### src/rtl/darktimer_nch.sv
// Multi-channel down-counter timer with a shared prescaler, pending/overrun flags and IRQ outputs.
// Define DARKTIMER_TSTAMP_EN to add a 64-bit cycle timestamp readable at 0x08/0x0C.
module darktimer_nch #(
  parameter int NCH      = 4,
  parameter int WIDTH    = 32,
  parameter int PRESCALE = 49,
  parameter int AW       = 8
) (
  input  logic           CLK,
  input  logic           RES,
  input  logic           RD,
  input  logic           WR,
  input  logic [3:0]     BE,
  input  logic [AW-1:0]  ADDR,
  input  logic [31:0]    DATAI,
  output logic [31:0]    DATAO,
  output logic           RACK,
  output logic           IRQ,
  output logic [NCH-1:0] IRQV
);

  typedef enum logic {IDLE = 1'b0, RUN = 1'b1} state_t;

  localparam int GW = AW - 4;

  logic [GW-1:0]    grp;
  logic [1:0]       off;
  logic             top_sel, status_wr, presc_wr, tick;
  logic [NCH-1:0]   ch_sel, ctrl_wr, reload_wr, ack, evt;
  logic [31:0]      presc, presc_cnt, rdata;
  state_t           state [NCH];
  state_t           state_nxt [NCH];
  logic [WIDTH-1:0] reload [NCH];
  logic [WIDTH-1:0] reload_nxt [NCH];
  logic [WIDTH-1:0] count [NCH];
  logic [WIDTH-1:0] count_nxt [NCH];
  logic [NCH-1:0]   periodic, periodic_nxt, irq_en, irq_en_nxt;
  logic [NCH-1:0]   pending, pending_nxt, overrun, overrun_nxt;
  logic             unused_addr_bits;

  assign grp              = ADDR[AW-1:4];
  assign off              = ADDR[3:2];
  assign top_sel          = (grp == '0);
  assign status_wr        = WR && top_sel && (off == 2'd0) && BE[0];
  assign presc_wr         = WR && top_sel && (off == 2'd1);
  assign tick             = (presc_cnt == 32'd0);
  assign unused_addr_bits = ^ADDR[1:0];

  function automatic logic [31:0] merge_be(input logic [31:0] old_val,
                                           input logic [31:0] new_val,
                                           input logic [3:0]  be);
    logic [31:0] merged;
    merged = old_val;
    for (int b = 0; b < 4; b++)
      if (be[b]) merged[8*b +: 8] = new_val[8*b +: 8];
    return merged;
  endfunction

  always_comb begin
    ch_sel    = '0;
    ctrl_wr   = '0;
    reload_wr = '0;
    ack       = '0;
    for (int k = 0; k < NCH; k++) begin
      ch_sel[k]    = (32'(grp) == 32'(k + 1));
      ctrl_wr[k]   = WR && BE[0] && ch_sel[k] && (off == 2'd0);
      reload_wr[k] = WR && ch_sel[k] && (off == 2'd1);
      ack[k]       = status_wr && DATAI[k];
    end
  end

  // A disabling CTRL write beats a tick in the same cycle; an event beats an ack for pending,
  // while the ack still clears overrun.
  always_comb begin
    evt = '0;
    for (int k = 0; k < NCH; k++) begin
      state_nxt[k]    = state[k];
      count_nxt[k]    = count[k];
      reload_nxt[k]   = reload[k];
      periodic_nxt[k] = periodic[k];
      irq_en_nxt[k]   = irq_en[k];
      pending_nxt[k]  = pending[k];
      overrun_nxt[k]  = overrun[k];
      if (reload_wr[k])
        reload_nxt[k] = WIDTH'(merge_be(32'(reload[k]), DATAI, BE));
      if (ctrl_wr[k]) begin
        periodic_nxt[k] = DATAI[1];
        irq_en_nxt[k]   = DATAI[2];
      end
      if (ctrl_wr[k] && !DATAI[0]) begin
        state_nxt[k] = IDLE;
      end else if (ctrl_wr[k] && state[k] == IDLE) begin
        state_nxt[k] = RUN;
        count_nxt[k] = reload[k];
      end else if (state[k] == RUN && tick) begin
        if (count[k] != '0) begin
          count_nxt[k] = count[k] - WIDTH'(1);
        end else begin
          evt[k] = 1'b1;
          if (periodic[k]) count_nxt[k] = reload[k];
          else             state_nxt[k] = IDLE;
        end
      end
      if (evt[k])      pending_nxt[k] = 1'b1;
      else if (ack[k]) pending_nxt[k] = 1'b0;
      if (ack[k])                      overrun_nxt[k] = 1'b0;
      else if (evt[k] && pending[k])   overrun_nxt[k] = 1'b1;
    end
  end

  always_ff @(posedge CLK or negedge RES) begin
    if (!RES) begin
      for (int k = 0; k < NCH; k++) begin
        state[k]  <= IDLE;
        count[k]  <= '0;
        reload[k] <= '0;
      end
      periodic <= '0;
      irq_en   <= '0;
      pending  <= '0;
      overrun  <= '0;
      IRQV     <= '0;
      IRQ      <= 1'b0;
    end else begin
      for (int k = 0; k < NCH; k++) begin
        state[k]  <= state_nxt[k];
        count[k]  <= count_nxt[k];
        reload[k] <= reload_nxt[k];
      end
      periodic <= periodic_nxt;
      irq_en   <= irq_en_nxt;
      pending  <= pending_nxt;
      overrun  <= overrun_nxt;
      IRQV     <= pending & irq_en;
      IRQ      <= |(pending & irq_en);
    end
  end

  // Writing PRESC only changes the value loaded at the next underflow.
  always_ff @(posedge CLK or negedge RES) begin
    if (!RES) begin
      presc     <= 32'(PRESCALE);
      presc_cnt <= 32'(PRESCALE);
    end else begin
      if (presc_wr) presc <= merge_be(presc, DATAI, BE);
      presc_cnt <= tick ? presc : presc_cnt - 32'd1;
    end
  end

`ifdef DARKTIMER_TSTAMP_EN
  logic [63:0] tstamp;
  logic [31:0] ts_shadow;

  always_ff @(posedge CLK or negedge RES) begin
    if (!RES) begin
      tstamp    <= '0;
      ts_shadow <= '0;
    end else begin
      tstamp <= tstamp + 64'd1;
      if (RD && top_sel && off == 2'd2) ts_shadow <= tstamp[63:32];
    end
  end
`endif

  always_comb begin
    rdata = '0;
    if (top_sel) begin
      case (off)
        2'd0: begin
          rdata[NCH-1:0]   = pending;
          rdata[8 +: NCH]  = overrun;
        end
        2'd1: rdata = presc;
        2'd2: begin
`ifdef DARKTIMER_TSTAMP_EN
          rdata = tstamp[31:0];
`else
          rdata = '0;
`endif
        end
        2'd3: begin
`ifdef DARKTIMER_TSTAMP_EN
          rdata = ts_shadow;
`else
          rdata = '0;
`endif
        end
      endcase
    end
    for (int k = 0; k < NCH; k++) begin
      if (ch_sel[k]) begin
        case (off)
          2'd0:    rdata = {29'd0, irq_en[k], periodic[k], state[k] == RUN};
          2'd1:    rdata = 32'(reload[k]);
          2'd2:    rdata = 32'(count[k]);
          default: rdata = '0;
        endcase
      end
    end
  end

  always_ff @(posedge CLK or negedge RES) begin
    if (!RES) begin
      DATAO <= '0;
      RACK  <= 1'b0;
    end else begin
      RACK <= RD;
      if (RD) DATAO <= rdata;
    end
  end

endmodule

### config.mk
export PLATFORM = sky130hd
export DESIGN_NAME = darktimer_nch
export DESIGN_NICKNAME = d
export VERILOG_FILES = /design/src/rtl/darktimer_nch.sv
export SDC_FILE = /design/constraint.sdc
export NUM_CORES = 1
export LEC_CHECK = 0
export ABC_AREA = 1
export CAP_MARGIN = 15
export CORE_ASPECT_RATIO = 1.75
export CORE_UTILIZATION = 50
export DETAILED_ROUTE_END_ITERATION = 10
export GPL_TIMING_DRIVEN = 0
export PLACE_DENSITY = 0.8
export SLEW_MARGIN = 20
export SYNTH_ARGS = -nofsm -noshare
export SYNTH_HDL_FRONTEND = slang
export SYNTH_SLANG_ARGS = --single-unit
### constraint.sdc
create_clock -name CLK -period 1.8 [get_ports CLK]
set_input_delay 0.18 -clock CLK [delete_from_list [all_inputs] [get_ports CLK]]
set_output_delay 0.18 -clock CLK [all_outputs]
set_load 0.02 [all_outputs]
==> results of run 1 <==
[logic make-up after synthesis]
logic type      after synthesis
compound gates              513
xor+xnor                     78
fa+ha+maj                    10
buf+inv                     435
simple gates               1870
flops                       378
[routing by layer]
metal  GRT usage  GRT overflow
met3       0.323             0
met1       0.610             0
met2       0.877             3
met4       0.647             0
met5      0.0639             0
[cells in the mapped netlist, drive strengths merged, types with 10 or more instances]
master / count / area, um2
nor3: 29 / 145
nor2: 354 / 1420
nand3b: 10 / 75.1
xnor2: 18 / 158
nand2: 1166 / 4400
nand3: 226 / 1140
o21ai: 359 / 1800
a22oi: 24 / 180
o22ai: 59 / 369
buf: 41 / 225
dfrtp: 372 / 9310
a21oi: 44 / 220
clkbuf: 77 / 289
xor2: 60 / 526
inv: 316 / 1190
nand4: 74 / 469
ha: 10 / 125
a31oi: 11 / 68.8
[repair_timing]
| action | 4_1_cts |
|---|---|
| pin swaps | 82 |
| hold buffers | 2 |
| endpoints found under the setup margin | 364 |
| hold endpoints to repair | 183 |
| gates cloned | 12 |
| setup buffers | 132 |
| resized for setup | 582 |
[per-stage QoR]
stage / setup TNS (ns) / hold WS (ns) / utilization / worst slack (ns)
2_1_floorplan: 0 / -0.116 / - / 0.00405
3_3_place_gp: -6580.65 / 0.465 / 0.543 / -16.61
3_5_place_dp: -344.24 / -0.0203 / 0.545 / -1.65
4_1_cts: -20.15 / 0.265 / 0.644 / -0.193
==> impl_metrics.toml, run 1 <==
[yosys]
synth-simple-area-share = 0.343
async_reset_ff_frac = 1.00
syn_inst = 3284
ys_seq_area_frac = 0.421
syn-num-nets = 3342
synth-main-ff-cell = "dfrtp_1"
syn_area_per_cell_um2 = 6.84
yosys_warnings = 0
synth_top_family_by_area = "simple AND/OR/NAND/NOR gates"
synth_compound_area_frac = 0.124
synthXorXnorAreaFrac = 0.0304
synth.area.mux_share = 0
synth-edff-count = 0
synth_seq_cells = 378
synth_fa_ha_area_frac = 0.00557
synthDistinctLibCells = 42
syn_area_um2 = 22500

[status]
stop_stage = "5_1_grt"
status = "did not finish"
error_line = "[ERROR GRT-0232] Routing congestion too high. Check the congestion heatmap in the GUI."

[floorplanning]
fp.dieH_um = 282
die_w_um = 162
start_util = 0.507
row_count = 102
ios = 86

[placement]
hpwlAfterDp_um = 82400
port_buffers = 83
dp.cells = 3943
place_congestion = 1.09
dpl_cell_area_um2 = 24200

[cts]
clockBufferDepth = 3
cts.sinks = 378
cts_root_buffer = "clkbuf_16"
cts_buffers = 39
cts_htree_levels = 2

[global_route]
grtUsageTotal = 0.614
overflow = 3
grt_start_max_net_pins = 97

[sta]
worstEndpointGrtRepair = "count[13]$_DFFE_PN0P_/D"
worstEpCategory = "register input"
==> inputs of run 2 (changes only) <==
Settings changed: CORE_ASPECT_RATIO 1.75 to unset, CORE_UTILIZATION 50 to 35, PLACE_DENSITY 0.8 to unset, PLACE_DENSITY_LB_ADDON set to 0.15.
Clock period 1.8 ns to 2.3 ns, I/O delays scaled along.
==> run 2 against run 1 <==
Against the previous run: the flow now finishes, with violations (negative setup slack); synthesized cell count is the same; synthesized area is the same.
==> impl_metrics.toml, run 2 <==
[cells_and_area]
multiInputGateArea_um2 = 11700
final_core_util = 0.424
syn2layout_area_growth_pct = 19.4
regArea_um2 = 9470
layout_common_cells = "1159 x nand2_1, 372 x dfrtp_1, 332 x o21ai_0"
nFillCells = 6892
drive_gt1_frac = 0.0876
final_common_cell = "nand2_1"
fin_nets = 3505
top_regs = "count x128, reload x128"

[cts]
insertion_delay_ns = 0.61
cts_buffers = 46
path_clk_slew_ns = 0.06
cts_tree = "done"
cts_htree_levels = 2
cts_root_buffer = "clkbuf_16"
cts.sinks = 378
clockBufferDepth = 3

[yosys]
synth_common_cells = "1161 x nand2_1, 372 x dfrtp_1, 338 x nor2_1"
syn-num-nets = 3342
yosysTopAreaCellShare = 0.414
ys_seq_area_frac = 0.421
synth-main-ff-cell = "dfrtp_1"
syn_area_per_cell_um2 = 6.84
synthDistinctLibCells = 42
async_reset_ff_frac = 1.00
syn_area_um2 = 22500
yosys_warnings = 0
synth_seq_cells = 378
synth.most_common_cell = "nand2_1"
synth.top_cells.by_area = "dfrtp_1 41%, nand2_1 19%, o21ai_0 7.5%"
syn_inst = 3284
synth_top_area_cell = "dfrtp_1"
synth-edff-count = 0

[sta]
finalHoldViolCount = 0
slew_viol_final = 0
setup_ws_ns = -0.0321
max_slew_margin = 0.423
fin_crit_ns = 2.33
grt_setup_unrepaired = "true"
fmax_mhz = 429
worstMarginPinSlew_ns = 0.865
clock_skew_ns = 0.0197
finalSetupTns_ns = -0.0561
setup_viol = 4
finalCritPeriodShare = 1.01

[global_route]
grtUsageTotal = 0.311
grt_start_max_net_pins = 91
grt_pass1_vias = 21700
grt_pass1_wl_um = 149000
overflow = 0
antenna_found_initial = 7

[run]
cap_violations = 0

[drt]
post-route-drc-count = 0
via_count = 23700
drt_wl_total_um = 104000
firstDrtPassIters = 5
ant_nets = 0
post_drt_via_cell_ratio = 5.48
drt-initial-drc-count = 2934
wl_per_cell_um = 23.9

[setup_path]
cp-end-kind = "register"
arrival_ns = 2.80
start_kind = "input pin"
worst_ep_required_time_ns = 2.76
path_class = "input pin to register"
cp_max_fo = 10

[placement]
hpwlAfterDp_um = 78400
port_buffers = 83
place_congestion = 0.998

[floorplanning]
core_um2 = 63300
die_area_um2 = 65200
row_count = 92
ios = 86
start_util = 0.355
fp.dieH_um = 255
die_w_um = 255

[status]
status = "finished, violations left"
violations = "negative setup slack"

[power]
leakage_nw = 12.4
peakVddDrop_mv = 0.483
pwr_density_cell_nw_per_um2 = 1050
finalPower_mw = 28.1

[worst_hold_path]
min_path_type = "input pin to async pin"
## run 2: repair_timing
item | 4_1_cts | 5_1_grt
endpoints found under the setup margin | 191 | 206
resized for setup | 79 | 123
setup buffers | 5 | 21
pin swaps | 4 | 16
endpoints found under the hold margin | 76 | 0
gates cloned | 0 | 1
hold buffers | 1 | 0
## run 2: logic make-up (layout without fill, tap and decap cells)
family | after synthesis | count (layout) | share of synthesized area
xor gates and xnor gates | 78 | 78 | 0.0304
adders and majority gates | 10 | 10 | 0.00557
and+or+nand+nor | 1870 | 1870 | 0.343
AOI/OAI and AO/OA | 513 | 513 | 0.124
DFF | 378 | 378 | 0.421
other | 0 | 6 | 0
buffers and inverters | 435 | 634 | 0.0759
## run 2: metal layers
| metal | GRT usage | wire length (um) | vias up |
|---|---|---|---|
| met4 | 0.127 | 4040 | 0 |
| met2 | 0.449 | 43600 | 1151 |
| met3 | 0.0634 | 10200 | 165 |
| li1 | - | - | 11000 |
| met5 | 0 | 0 | - |
| met1 | 0.451 | 46000 | 11500 |
## run 2: cell type report
| type | instances | area share |
|---|---|---|
| diodes | 6 | 0.000560 |
| plain buffers | 118 | 0.0242 |
| clock buffers | 69 | 0.0519 |
| clock inverters | 15 | 0.00765 |
| inverters | 317 | 0.0444 |
| multi-input cells | 2471 | 0.436 |
| flip-flops and latches | 378 | 0.353 |
| well taps | 846 | 0.0394 |
| repair buffers | 115 | 0.0433 |
## run 2: stage by stage
step | instance area (um2) | setup WS (ns) | hold WS, ns | std cells
6_report | 26800 | -0.0321 | 0.235 | 4335
5_1_grt | 26800 | -0.0263 | 0.291 | 4329
4_1_cts | 26300 | -0.0236 | 0.252 | 4307
3_5_place_dp | 24500 | -1.40 | 0.298 | 4217
3_3_place_gp | 24400 | -16.99 | 0.466 | 4213
2_1_floorplan | 22500 | 0.476 | -0.0656 | 3284
## run 2: critical path, cell delays in order
cell and delay (ns):
clkdlybuf4s50_1 0.60, nand2_2 0.38, clkbuf_1 0.70, o21ai_0 0.36, a21oi_1 0.40, o21ai_0 0.12
## run 2: worst paths after layout
| kind | startpoint | end | slack (ns) | cells past startpoint |
|---|---|---|---|---|
| worst max-delay path | ADDR[2] | DATAO[10]$_DFFE_PN0P_ | -0.03 | 6 |
| worst min-delay path | RES | presc_cnt[20]$_DFF_PN0_ | 0.24 | 2 |
| worst max register to register | count[123]$_DFFE_PN0P_ | count[118]$_DFFE_PN0P_ | 0.06 | 11 |
| worst min register to register | DATAO[4]$_DFFE_PN0P_ | DATAO[4]$_DFFE_PN0P_ | 0.48 | 2 |
| max in group asynchronous | RES | DATAO[29]$_DFFE_PN0P_ | 0.74 | 4 |
| min in group CLK | RD | RACK$_DFF_PN0_ | 0.35 | 1 |
## run 2: power breakdown
group | leakage, nW | internal, mW | total, mW | switching, mW
Clock | 0.784 | 4.73 | 7.92 | 3.19
Combinational | 6.67 | 3.37 | 10.5 | 7.13
Sequential | 4.99 | 8.00 | 9.65 | 1.65
Note: power is estimated with default switching activity, not from simulation.
